$ cat src/rtl/alu_share_ctrl.sv
// Round-robin arbiter that time-shares one external ALU among N_REQ requesters.
// Each accepted op spends one cycle on registered ALU inputs, then waits in RESP until consumed.
module alu_share_ctrl #(
  parameter int WIDTH = 64,
  parameter int N_REQ = 4,
  parameter int IDW   = $clog2(N_REQ)
) (
  input  logic                   clk,
  input  logic                   reset,
  input  logic [N_REQ-1:0]       req_valid,
  output logic [N_REQ-1:0]       req_ready,
  input  logic [3*N_REQ-1:0]     req_cntrl,
  input  logic [WIDTH*N_REQ-1:0] req_a,
  input  logic [WIDTH*N_REQ-1:0] req_b,
  output logic [WIDTH-1:0]       alu_a,
  output logic [WIDTH-1:0]       alu_b,
  output logic [2:0]             alu_cntrl,
  input  logic [WIDTH-1:0]       alu_result,
  input  logic [3:0]             alu_flags,
  output logic                   rsp_valid,
  input  logic                   rsp_ready,
  output logic [IDW-1:0]         rsp_id,
  output logic [WIDTH-1:0]       rsp_result,
  output logic [3:0]             rsp_flags,
  output logic                   busy
);

  typedef enum logic [1:0] {IDLE, EXEC, RESP} state_t;

  state_t                        state_q, state_d;
  logic [IDW-1:0]                last_q, gnt, idx;
  logic                          gnt_vld;
  logic [N_REQ-1:0][WIDTH-1:0]   a_arr, b_arr;
  logic [N_REQ-1:0][2:0]         c_arr;

  for (genvar k = 0; k < N_REQ; k++) begin : g_lane
    assign a_arr[k] = req_a[WIDTH*k +: WIDTH];
    assign b_arr[k] = req_b[WIDTH*k +: WIDTH];
    assign c_arr[k] = req_cntrl[3*k +: 3];
  end

  // Walk offsets from farthest to nearest so the requester just after 'last' wins;
  // offset N_REQ wraps back to 'last' itself, giving it lowest priority.
  always_comb begin
    gnt     = '0;
    gnt_vld = 1'b0;
    idx     = '0;
    for (int i = N_REQ; i >= 1; i--) begin
      idx = last_q + IDW'(i);
      if (req_valid[idx]) begin
        gnt     = idx;
        gnt_vld = 1'b1;
      end
    end
  end

  always_comb begin
    req_ready = '0;
    if (state_q == IDLE && gnt_vld) req_ready[gnt] = 1'b1;
  end

  always_comb begin
    state_d = state_q;
    case (state_q)
      IDLE:    if (gnt_vld)   state_d = EXEC;
      EXEC:                   state_d = RESP;
      RESP:    if (rsp_ready) state_d = IDLE;
      default:                state_d = IDLE;
    endcase
  end

  always_ff @(posedge clk) begin
    if (reset) state_q <= IDLE;
    else       state_q <= state_d;
  end

  always_ff @(posedge clk) begin
    if (reset) begin
      last_q     <= IDW'(N_REQ - 1);
      alu_a      <= '0;
      alu_b      <= '0;
      alu_cntrl  <= '0;
      rsp_id     <= '0;
      rsp_result <= '0;
      rsp_flags  <= '0;
    end else begin
      if (state_q == IDLE && gnt_vld) begin
        alu_a     <= a_arr[gnt];
        alu_b     <= b_arr[gnt];
        alu_cntrl <= c_arr[gnt];
        rsp_id    <= gnt;
        last_q    <= gnt;
      end
      if (state_q == EXEC) begin
        rsp_result <= alu_result;
        rsp_flags  <= alu_flags;
      end
    end
  end

  assign rsp_valid = (state_q == RESP);
  assign busy      = (state_q != IDLE);

endmodule

$ cat config.mk
export PLATFORM = sky130hd
export DESIGN_NAME = alu_share_ctrl
export DESIGN_NICKNAME = d
export VERILOG_FILES = /design/src/rtl/alu_share_ctrl.sv
export SDC_FILE = /design/constraint.sdc
export NUM_CORES = 1
export LEC_CHECK = 0
export ABC_AREA = 1
export CORE_AREA = 2 2 317 319
export DETAILED_ROUTE_END_ITERATION = 16
export DIE_AREA = 0 0 319 321
export PLACE_DENSITY = 0.35
export SETUP_SLACK_MARGIN = 0.4
export SYNTH_ARGS = -nofsm -noshare
export SYNTH_HDL_FRONTEND = slang
export SYNTH_SLANG_ARGS = --single-unit
$ cat constraint.sdc
create_clock -name clk -period 3.8 [get_ports clk]
set_clock_uncertainty 0.1 [all_clocks]
set_input_delay 1.14 -clock clk [delete_from_list [all_inputs] [get_ports clk]]
set_output_delay 1.14 -clock clk [all_outputs]
set_load 0.01 [all_outputs]
* After elaboration in Yosys (flattened, before gate mapping)
Index checks and enable logic that the tools add are counted.
** Word-level totals
- Output and inout port bits :: 207
- Register bits :: 205
- Bits of input ports :: 599
- Word-level logic and storage cells :: 54
** Operators by class
- Muxes and demuxes :: 28
- Equal/unequal tests :: 4
- Reductions and logical operators :: 5
- Add/subtract/negate cells :: 3
- Magnitude comparators :: 6
** Operators by type and width (number)
- 64-bit binary-select mux with 2-bit select :: 2
- 64-bit 2-to-1 mux :: 2
- 2-bit by 3-bit less-than comparator with 1-bit output, second input constant :: 5
- 2-bit 2-to-1 mux :: 6
- 1-bit 2-to-1 mux :: 9
- 1-bit binary-select mux with 2-bit select :: 4
- 3-bit binary-select mux with 2-bit select :: 1
- 2-bit one-hot mux with 3 select lines :: 1
- 2-bit adder, second input constant :: 2
- 4-bit 2-to-1 mux :: 1
- 3-bit 2-to-1 mux :: 1
- 2-bit by 1-bit adder with 2-bit output, second input constant :: 1
- 1-bit demux with 2-bit select :: 1
- 2-bit by 1-bit equality test with 1-bit output, second input constant :: 1
- 2-bit equality test, second input constant :: 1
- 2-bit by 1-bit >= comparator with 1-bit output, second input constant :: 1
- 1-bit logical AND :: 2
- 2-bit zero test :: 1
- 2-bit by 1-bit inequality test with 1-bit output, second input constant :: 1
- 2-bit inequality test, second input constant :: 1
- 2-bit AND reduction :: 1
- 2-bit nonzero test :: 1

* Depth between registers and ports, before layout
Gate-level depths: netlist of run 1.
- Word-level depth :: 11
- Gate-level depth with buffers :: 17

* Worst setup path after synthesis of run 1
OpenSTA, ideal clock, no wires.
- Kind :: input-to-output
- From :: in req_valid[3]
- To :: out req_ready[2]
- Setup slack :: 155 ps
- Required time :: 2560 ps
- Stages on the path :: 10
- Arrival :: 2405 ps
- Buffers on the path :: 2
- Cells stage by stage :: inv_1 > o21ai_2 > nand2_1 > o21ai_1 > nand2_1 > o21ai_4 > buf_4 > buf_2 > nand2_1 > nor2_1
** On the way
- Word-level cells in the longest chain between the ends :: 11
- Elaborated cells on any way between the ends :: 23
- Classes of those cells :: order compare (2); mux (19); reduce/logical (2)
** RTL lines
- from (decl) :: line 10 : input logic [N_REQ-1:0] req_valid,
- 1-bit binary-select mux with 2-bit select :: line 50 : if (req_valid[idx]) begin
- 1-bit 2-to-1 mux (implied by the code) :: line 50
- 2-bit 2-to-1 mux (4 in a row) :: line 50
- 2-bit by 3-bit less-than comparator with 1-bit output (implied by the code) or 2-bit by 1-bit >= comparator with 1-bit output (tied branches) :: line 59 : if (state_q == IDLE && gnt_vld) req_ready[gnt] = 1'b1;
- 1-bit logical AND (implied by the code) :: line 59
- 1-bit 2-to-1 mux (implied by the code) :: line 59
- 1-bit demux with 2-bit select :: line 59
- 4-bit 2-to-1 mux * :: line 59
- to (decl) :: line 11 : output logic [N_REQ-1:0] req_ready,
Mark *: on every way between the ends. The rest lies on a longest branch, timed or not. The select of a mux whose other input is x is not followed.

* Worst setup path in the final report of run 1
- From :: in req_valid[3]
- To :: out req_ready[0]
Same word-level chain as after synthesis.

==> impl_metrics.tcl, run 1 <==
set metrics [dict create \
    slew_viol_final 0 \
    ys_warn_count 0 \
    dr_wl_met2_mm 40.1 \
    layout-drive-gt1-share_pct 5.01 \
    critPathLaunchType "primary input" \
    synth_cells 2629 \
    fp-row-count 116 \
    cp.required_ns 2.56 \
    arrival_ns 2.41 \
    p_seq_share_pct 15.3 \
    p_per_area_nw_per_um2 859 \
    cp_slowest_cell "o21ai_4" \
    overflow 0 \
    cts_hold_buf 0 \
    swShare_pct 51.2 \
    h-tree-depth 1 \
    first_global_vias 17884 \
    synth_seq_area_share_pct 28.5 \
    clock_sinks 205 \
    power.switching_uw 11100 \
    start_util_pct 14.5 \
    slowest_delay_ns 0.15 \
    timing.final.crit_share_pct 96.0 \
    drv_cap 0 \
    p_leak_uw 0.0130 \
    portBuffers 805 \
    coreArea_um2 99300 \
    grt_max_degree 143 \
    clockBufferDepth 3 \
    layout.nets 3948 \
    via_per_inst 3.86 \
    postRouteAntennaNets 0 \
    period_minus_slack_ns 3.65 \
    synth_edf_count 0 \
    place_congestion 0.807 \
    dp_hpwl_mm 62.7 \
    grt_pass1_wl_mm 123 \
    worst-setup-path-type "primary input to output pin" \
    ys_ff_latch 205 \
    clkPwrFrac_pct 14.1 \
    drc_errors 0 \
    die_y_um 321 \
    synthArstFlopShare_pct 0 \
    drt-met1-wl_mm 36.4 \
    cts_buffers 31 \
    clk_latency_ns 0.62 \
    die-area_um2 102000 \
    hold_viol 0 \
    dr.pass1.iters 5 \
    fmax_ghz 0.274 \
    cts.clk_slew.worst_paths_ns 0.06 \
    first_iter_violations 906 \
    ys_types 25 \
    antenna_found_initial 26 \
    grt_usage_pct 16.0 \
    vias 18083 \
    reg2reg_slack_ns 0.85 \
    avgSynthCellArea_um2 5.48 \
    internal_power_uw 10500 \
    final_util_pct 25.4 \
    wl_mm 85.7 \
    holdCritPathClass "flip-flop to flip-flop" \
    die_x_um 319 \
    synth_flop_cell "dfxtp_1" \
    critPathMostFrequentCell "nand2_2" \
    tightest_slew_ns 0.986 \
    routedWlPerCell_um 18.3 \
    critical_path.endpoint_type "output pin" \
    slew_headroom_pct 34.2 \
    status "complete, no violations" \
    setup_viol 0 \
    cts_root_buf "clkbuf_16" \
    max-vdd-ir-drop_v 0.00106 \
    crit_fanout 4 \
    combPwrFrac_pct 70.5 \
    crit_chain "buf_8, buf_12, inv_12, o21ai_4, nand2_2, nand2_2, nand2_2, buf_6, nand3_4, nand2_8, inv_6, nand2_8, nor2_4, buf_12" \
    syn_nets 3228 \
    ios 806 \
    area_growth_syn_to_layout_pct 74.7 \
    rsz0062_at_grt "true" \
    fin_hold_ws_ns 0.381 \
    dr.max_layer_used "met5" \
    cts_tree "yes" \
    wl_met3_mm 7.09 \
    syn_area_um2 14400 \
]
==> cells in the mapped netlist, types with 2 or more instances <==
cell type  count  area (µm²)
buf_1          3        11.3
nor2_1       406        1520
a21oi_1        3        15.0
buf_4         24         180
clkbuf_1      56         210
buf_2         92         460
inv_2          3        11.3
inv_1        667        2500
o211ai_1       2        15.0
nand2_1      423        1590
nand2_2        3        18.8
o21ai_0       57         285
o21ai_1       13        65.1
dfxtp_1      205        4100
nand3_1      657        3290
buf_6          6        67.6
==> timing repair <==
| item | in CTS | in global routing |
|---|---|---|
| endpoints found under the hold margin | 0 | 0 |
| setup endpoints to repair | 62 | 4 |
| cloned | 2 | 0 |
| setup buffers | 6 | 1 |
| pin swaps | 15 | 7 |
| resized for setup | 50 | 12 |
==> worst max-delay path, delay by kind of cell <==
family / cells / cell delay [ns]
simple gates: 7 / 0.56
buf+inv: 6 / 0.55
compound gates: 1 / 0.15
==> layout by cell type (no fill, tap or decap), types with 15 or more instances in the layout <==
master	n
nor2_1	402
inv_1	662
buf_12	15
clkdlybuf4s50_1	796
o21ai_0	57
nand3_1	656
nand2_1	408
buf_4	43
dfxtp_1	203
clkbuf_16	31
==> layer usage <==
| layer | up-vias | track usage [%] |
|---|---|---|
| met4 | 28 | 4.14 |
| met2 | 545 | 26.9 |
| met5 | - | 0 |
| met3 | 102 | 5.64 |
| li1 | 9295 | - |
| met1 | 8113 | 19.3 |
==> final timing paths <==
kind	from	to	depth (start not counted)
worst max register to register	last_q[0]$_SDFFE_PP1P_	alu_a[8]$_SDFFE_PP0P_	16
worst max-delay path	req_valid[3]	req_ready[0]	14
worst min-delay path	rsp_id[1]$_SDFFE_PP0P_	rsp_id[1]$_SDFFE_PP0P_	2
worst min register to register	rsp_id[1]$_SDFFE_PP0P_	rsp_id[1]$_SDFFE_PP0P_	2
==> logic make-up after synthesis <==
| family | after synthesis | share of synthesized area, % |
|---|---|---|
| flip-flops | 205 | 28.5 |
| buffers and inverters | 853 | 24.0 |
| AO/OA/AOI/OAI | 78 | 2.87 |
| AND/OR/NAND/NOR | 1493 | 44.7 |
==> area by class of cell <==
class	instances	area [µm²]
inverters	672	2550
repair buffers	868	8800
flip-flops and latches	205	4110
clock buffers	43	911
fillers	11350	74100
diodes	12	30.0
well taps	1298	1620
clock inverters	15	158
multi-input cells	1571	7010
==> registers in the layout (all words and copies together), names as in the netlist <==
register    count
alu_a          64
alu_b          64
rsp_result     64
rsp_flags       4
alu_cntrl       3
last_q          2
rsp_id          2
state_q         2
==> stage by stage <==
stage	instances	setup slack, ns	power [µW]	TNS, ns	cell area (µm²)
final	4684	0.153	21600	0	25200
after global routing	4682	0.0480	23700	0	25200
after CTS	4671	0.104	22200	0	25100
after detailed placement	4605	-0.837	18400	-35.64	23900
after global placement	4605	-0.862	18500	-37.95	23900
after floorplan	2629	0.293	12300	0	14500
==> power groups by stage <==
| stage | combinational, µW | clock (µW) | sequential, µW |
|---|---|---|---|
| after global routing | 17000 | 3290 | 3410 |
| after global placement | 15100 | 0 | 3350 |
| final | 15300 | 3060 | 3310 |
| after floorplan | 8690 | 0 | 3620 |
| after CTS | 15700 | 3210 | 3330 |
| after detailed placement | 15100 | 0 | 3360 |
Note: power is estimated with default switching activity, not from simulation.
==> run 2: changes to the inputs <==
GPL_TIMING_DRIVEN = 0   (was unset)
==> run 2 against run 1 <==
  * Via count rose by 6.8%
  * Register-to-register slack got worse by 0.63 ns
  * Critical path depth is 2 lower
  * Critical endpoint is now req_ready[3]
==> impl_metrics.tcl, run 2 (same netlist as run 1, synthesis figures left out) <==
set metrics [dict create \
    status "complete, no violations" \
    period_minus_slack_ns 3.69 \
    crit_fanout 4 \
    cts_tree "yes" \
    fin_hold_ws_ns 0.386 \
    slowest_delay_ns 0.22 \
    largestRegisters "alu_a x64, alu_b x64, rsp_result x64" \
    wl_mm 102 \
    clock_sinks 205 \
    cts.clk_slew.worst_paths_ns 0.05 \
    setup_viol 0 \
    drv_cap 0 \
    fp-row-count 116 \
    arrival_ns 2.45 \
    p_per_area_nw_per_um2 980 \
    cp_top_family "buffers and inverters" \
    critPathLaunchType "primary input" \
    layout-drive-gt1-share_pct 15.3 \
    overflow 0 \
    area_growth_syn_to_layout_pct 94.7 \
    crit_chain "buf_8, inv_12, o21ai_4, nand2_2, o21ai_1, nand2_1, o21ai_4, buf_12, buf_12, nand2_8, nor2_4, buf_6" \
    antenna_found_initial 28 \
    drc_errors 0 \
    dp_hpwl_mm 79.3 \
    p_leak_uw 0.0144 \
    slew_viol_final 0 \
    routedWlPerCell_um 21.1 \
    timing.final.crit_share_pct 97.2 \
    postRouteAntennaNets 0 \
    cts_hold_buf 0 \
    clockBufferDepth 3 \
    die-area_um2 102000 \
    cts_root_buf "clkbuf_16" \
    max-vdd-ir-drop_v 0.000387 \
    first_global_vias 19219 \
    h-tree-depth 1 \
    portBuffers 804 \
    place_congestion 0.852 \
    final_common_cell "clkdlybuf4s50_1" \
    holdCritPathClass "flip-flop to flip-flop" \
    start_util_pct 14.5 \
    grt_max_degree 17 \
    slew_headroom_pct 39.5 \
    coreArea_um2 99300 \
    cp.required_ns 2.56 \
    hold_viol 0 \
    vias 19304 \
    cts_buffers 31 \
    final_cell_mix "796 x clkdlybuf4s50_1, 661 x inv_1, 410 x nand3_1" \
    fmax_ghz 0.271 \
    critical_path.endpoint_type "output pin" \
    ios 806 \
    cp_slowest_cell "o21ai_4" \
    worst-setup-path-type "primary input to output pin" \
    first_iter_violations 850 \
    die_y_um 321 \
    dr.pass1.iters 5 \
    grt_usage_pct 18.6 \
    cp_num_buf_inv 5 \
    via_per_inst 3.97 \
    clk_latency_ns 0.62 \
    die_x_um 319 \
    grt_pass1_wl_mm 139 \
    tightest_slew_ns 0.907 \
    final_util_pct 28.3 \
    layout.nets 4127 \
    rsz0062_at_grt "true" \
]
-- run 2: changes by cell type in the layout (fill, tap and decap cells not counted), moves of 11 or more --
cell,previous run,this run
clkbuf_1,3,58
buf_2,2,70
clkbuf_16,31,52
nand3_2,1,237
nand3_1,656,410
nand2_1,408,397
-- run 2: path summary, 6_finish.rpt --
check                                             from                endpoint  slack, ns  cells past startpoint
worst max-delay path                      req_valid[3]            req_ready[3]       0.11                     12
worst min-delay path            rsp_id[1]$_SDFFE_PP0P_  rsp_id[1]$_SDFFE_PP0P_       0.39                      2
worst max register to register  last_q[0]$_SDFFE_PP1P_  alu_a[56]$_SDFFE_PP0P_       0.22                     27
worst min register to register  rsp_id[1]$_SDFFE_PP0P_  rsp_id[1]$_SDFFE_PP0P_       0.39                      2
-- run 2: per-stage QoR --
stage	instance area [µm²]	setup TNS (ns)	cells	power (µW)	setup WS, ns
2_1_floorplan	14500	0	2629	12300	0.293
4_1_cts	25700	0	4815	24000	0.103
3_5_place_dp	24200	-98.62	4731	19900	-1.91
6_report	28100	0	4857	27500	0.107
5_1_grt	28100	0	4854	29700	0.00682
3_3_place_gp	24200	-99.25	4731	19900	-1.92
-- run 2: what timing repair did --
item / 4_1_cts / 5_1_grt
buffers inserted: 27 / 12
gates resized for setup: 127 / 373
pin swaps: 23 / 188
setup endpoints to repair: 117 / 132
cloned: 1 / 22
-- run 2: tightest hold or removal path, cell delays in order (launching register included) --
cell     delay (ns)
dfxtp_1        0.31
nand2_1        0.06
a21oi_1        0.06
-- run 2: metal layers --
metal / share of wire [%] / vias to the layer above / global-route usage [%]
li1: - / 9666 / -
met1: 42 / 8904 / 22.5
met2: 49 / 581 / 32.9
met3: 7.0 / 117 / 5.41
met4: 1.9 / 36 / 3.43
met5: 0.23 / - / 0
-- run 2: layout make-up --
type                       count  area (µm²)
antenna                        8        20.0
buffer                       181        1350
clock buffer                  44         875
clock inverter                12         184
fill                       11313       71200
inverter                     672        2550
multi-input combinational   1571        8350
sequential                   205        4110
tap                         1298        1620
timing repair buffer         866        9000
-- run 2: power breakdown --
part           total, µW  switching, µW  internal [µW]
Combinational      21100          12500           8620
Clock               3080           1210           1870
Sequential          3310            396           2920
==> run 3: changes to the inputs <==
CTS_BUF_LIST = sky130_fd_sc_hd__clkbuf_8   (was unset)
==> run 3 against run 2 <==
  * Combinational power down 21%
  * Highest routed layer unchanged
  * Largest power group unchanged
  * Global-route usage up 0.15 points
  * Non-clock buffer count down 39
  * Critical path depth unchanged
  * Sequential cell count unchanged
  * Critical path type unchanged
==> impl_metrics.tcl, run 3 (same netlist as run 1, synthesis figures left out) <==
set metrics [dict create \
    status "complete, no violations" \
    ios 806 \
    setup_tns_ns 0 \
    n_fill_cell 11511 \
    overflow 0 \
    portBuffers 804 \
    vias 19012 \
    drv_cap 0 \
    slew_viol_final 0 \
    p_per_area_nw_per_um2 890 \
    setup_viol 0 \
    final_common_cell "clkdlybuf4s50_1" \
    place_congestion 0.852 \
    die_y_um 321 \
    grt_max_degree 16 \
    largestRegisters "alu_a x64, alu_b x64, rsp_result x64" \
    layout-drive-gt1-share_pct 7.54 \
    final_cell_mix "795 x clkdlybuf4s50_1, 682 x inv_1, 656 x nand3_1" \
    grt_pass1_wl_mm 139 \
    wl_met3_mm 7.65 \
    power_uw 22700 \
    routedWlPerCell_um 20.5 \
    min_to "rsp_id[1]$_SDFFE_PP0P_" \
    antenna_found_initial 29 \
    hp-start "rsp_id[1]$_SDFFE_PP0P_" \
    stdcell_count 4850 \
    arrival_ns 2.51 \
    cts_root_buf "clkbuf_8" \
    h-tree-depth 2 \
    first_iter_violations 855 \
    slew_headroom_pct 46.5 \
    die-area_um2 102000 \
    dr.max_layer_used "met5" \
    rr_endpoint "alu_a[3]$_SDFFE_PP0P_" \
    start_util_pct 14.5 \
    grt_usage_pct 18.8 \
    cp.required_ns 2.56 \
    dr.pass1.iters 5 \
    timing.final.crit_share_pct 98.7 \
    critical_path.endpoint_type "output pin" \
    layout.nets 4105 \
    drc_errors 0 \
    dr_wl_met2_mm 47.8 \
    drt-met1-wl_mm 41.8 \
    cts.clk_slew.worst_paths_ns 0.06 \
    stdcell_area_um2 25600 \
    via_per_inst 3.92 \
    clk_latency_ns 0.68 \
    worst-setup-path-type "primary input to output pin" \
    fp-row-count 116 \
    first_global_vias 19318 \
    clock_sinks 205 \
    period_minus_slack_ns 3.75 \
    cts_buffers 48 \
    fin_hold_ws_ns 0.389 \
    coreArea_um2 99300 \
    reg2reg_slack_ns 0.84 \
    clockBufferDepth 3 \
    holdCritPathClass "flip-flop to flip-flop" \
    hold_viol 0 \
    fmax_ghz 0.267 \
    postRouteAntennaNets 0 \
    area_growth_syn_to_layout_pct 77.2 \
    critPathLaunchType "primary input" \
    tightest_slew_ns 0.799 \
    r2r_cells 13 \
    p_leak_uw 0.0133 \
    crit_fanout 4 \
    die_x_um 319 \
    placed_area_um2 24200 \
    rsz0062_at_grt "true" \
    dp_hpwl_mm 79.3 \
    max-vdd-ir-drop_v 0.000401 \
    r2r-start "last_q[0]$_SDFFE_PP1P_" \
    placed_cells 4731 \
    wl_mm 99.2 \
    cts_tree "yes" \
    whs_path_depth 2 \
]
[run 3: final cells by class]
type	instances	area (µm²)	area share, %
tap	1298	1620	6.35
buffer	181	1040	4.06
antenna	10	25.0	0.0979
inverter	672	2560	10.0
sequential	205	4110	16.1
multi-input combinational	1571	7000	27.4
clock inverter	31	216	0.847
clock buffer	55	757	2.96
timing repair buffer	827	8220	32.2
[run 3: power by group]
part | internal [µW] | switching, µW | total [µW]
clock network | 1470 | 1260 | 2730
registers | 2920 | 393 | 3310
logic | 6010 | 10700 | 16700
[run 3: worst max path at each step]
stage	from	endpoint	slack, ns	cells after the start
after floorplan	req_valid[3]	req_ready[2]	0.29	10
after global placement	req_valid[3]	req_ready[3]	-1.92	11
after detailed placement	req_valid[3]	req_ready[3]	-1.91	11
after CTS	last_q[0]$_SDFFE_PP1P_	req_ready[3]	0.02	13
after global routing	last_q[0]$_SDFFE_PP1P_	req_ready[0]	-0.08	16
final	req_valid[2]	req_ready[3]	0.05	12
[run 3: critical path, stage by stage]
cell and delay, ns:
clkdlybuf4s15_2 0.20, inv_1 0.05, nand2_2 0.07, nand2_2 0.06
o21ai_2 0.12, nand2_2 0.08, o21ai_4 0.20, buf_12 0.14
buf_12 0.11, nand2_4 0.08, nor2_4 0.12, buf_6 0.14
[run 3: routing by layer]
metal / track usage, % / up-vias
li1: - / 9622
met1: 22.3 / 8634
met2: 32.7 / 597
met3: 6.16 / 121
met4: 4.17 / 38
met5: 0 / -
[run 3: repair_timing]
action / 4_1_cts / 5_1_grt
setup buffers: 20 / 2
gates resized for setup: 98 / 9
pin swaps: 17 / 10
gates cloned: 1 / 0
hold buffers: 0 / 0
setup endpoints to repair: 113 / 5
[run 3: metrics by stage]
step / setup slack [ns] / utilization, %
2_1_floorplan: 0.293 / -
3_3_place_gp: -1.92 / 24.3
3_5_place_dp: -1.91 / 24.3
4_1_cts: 0.0236 / 25.7
5_1_grt: -0.0774 / 25.7
6_report: 0.0511 / 25.7
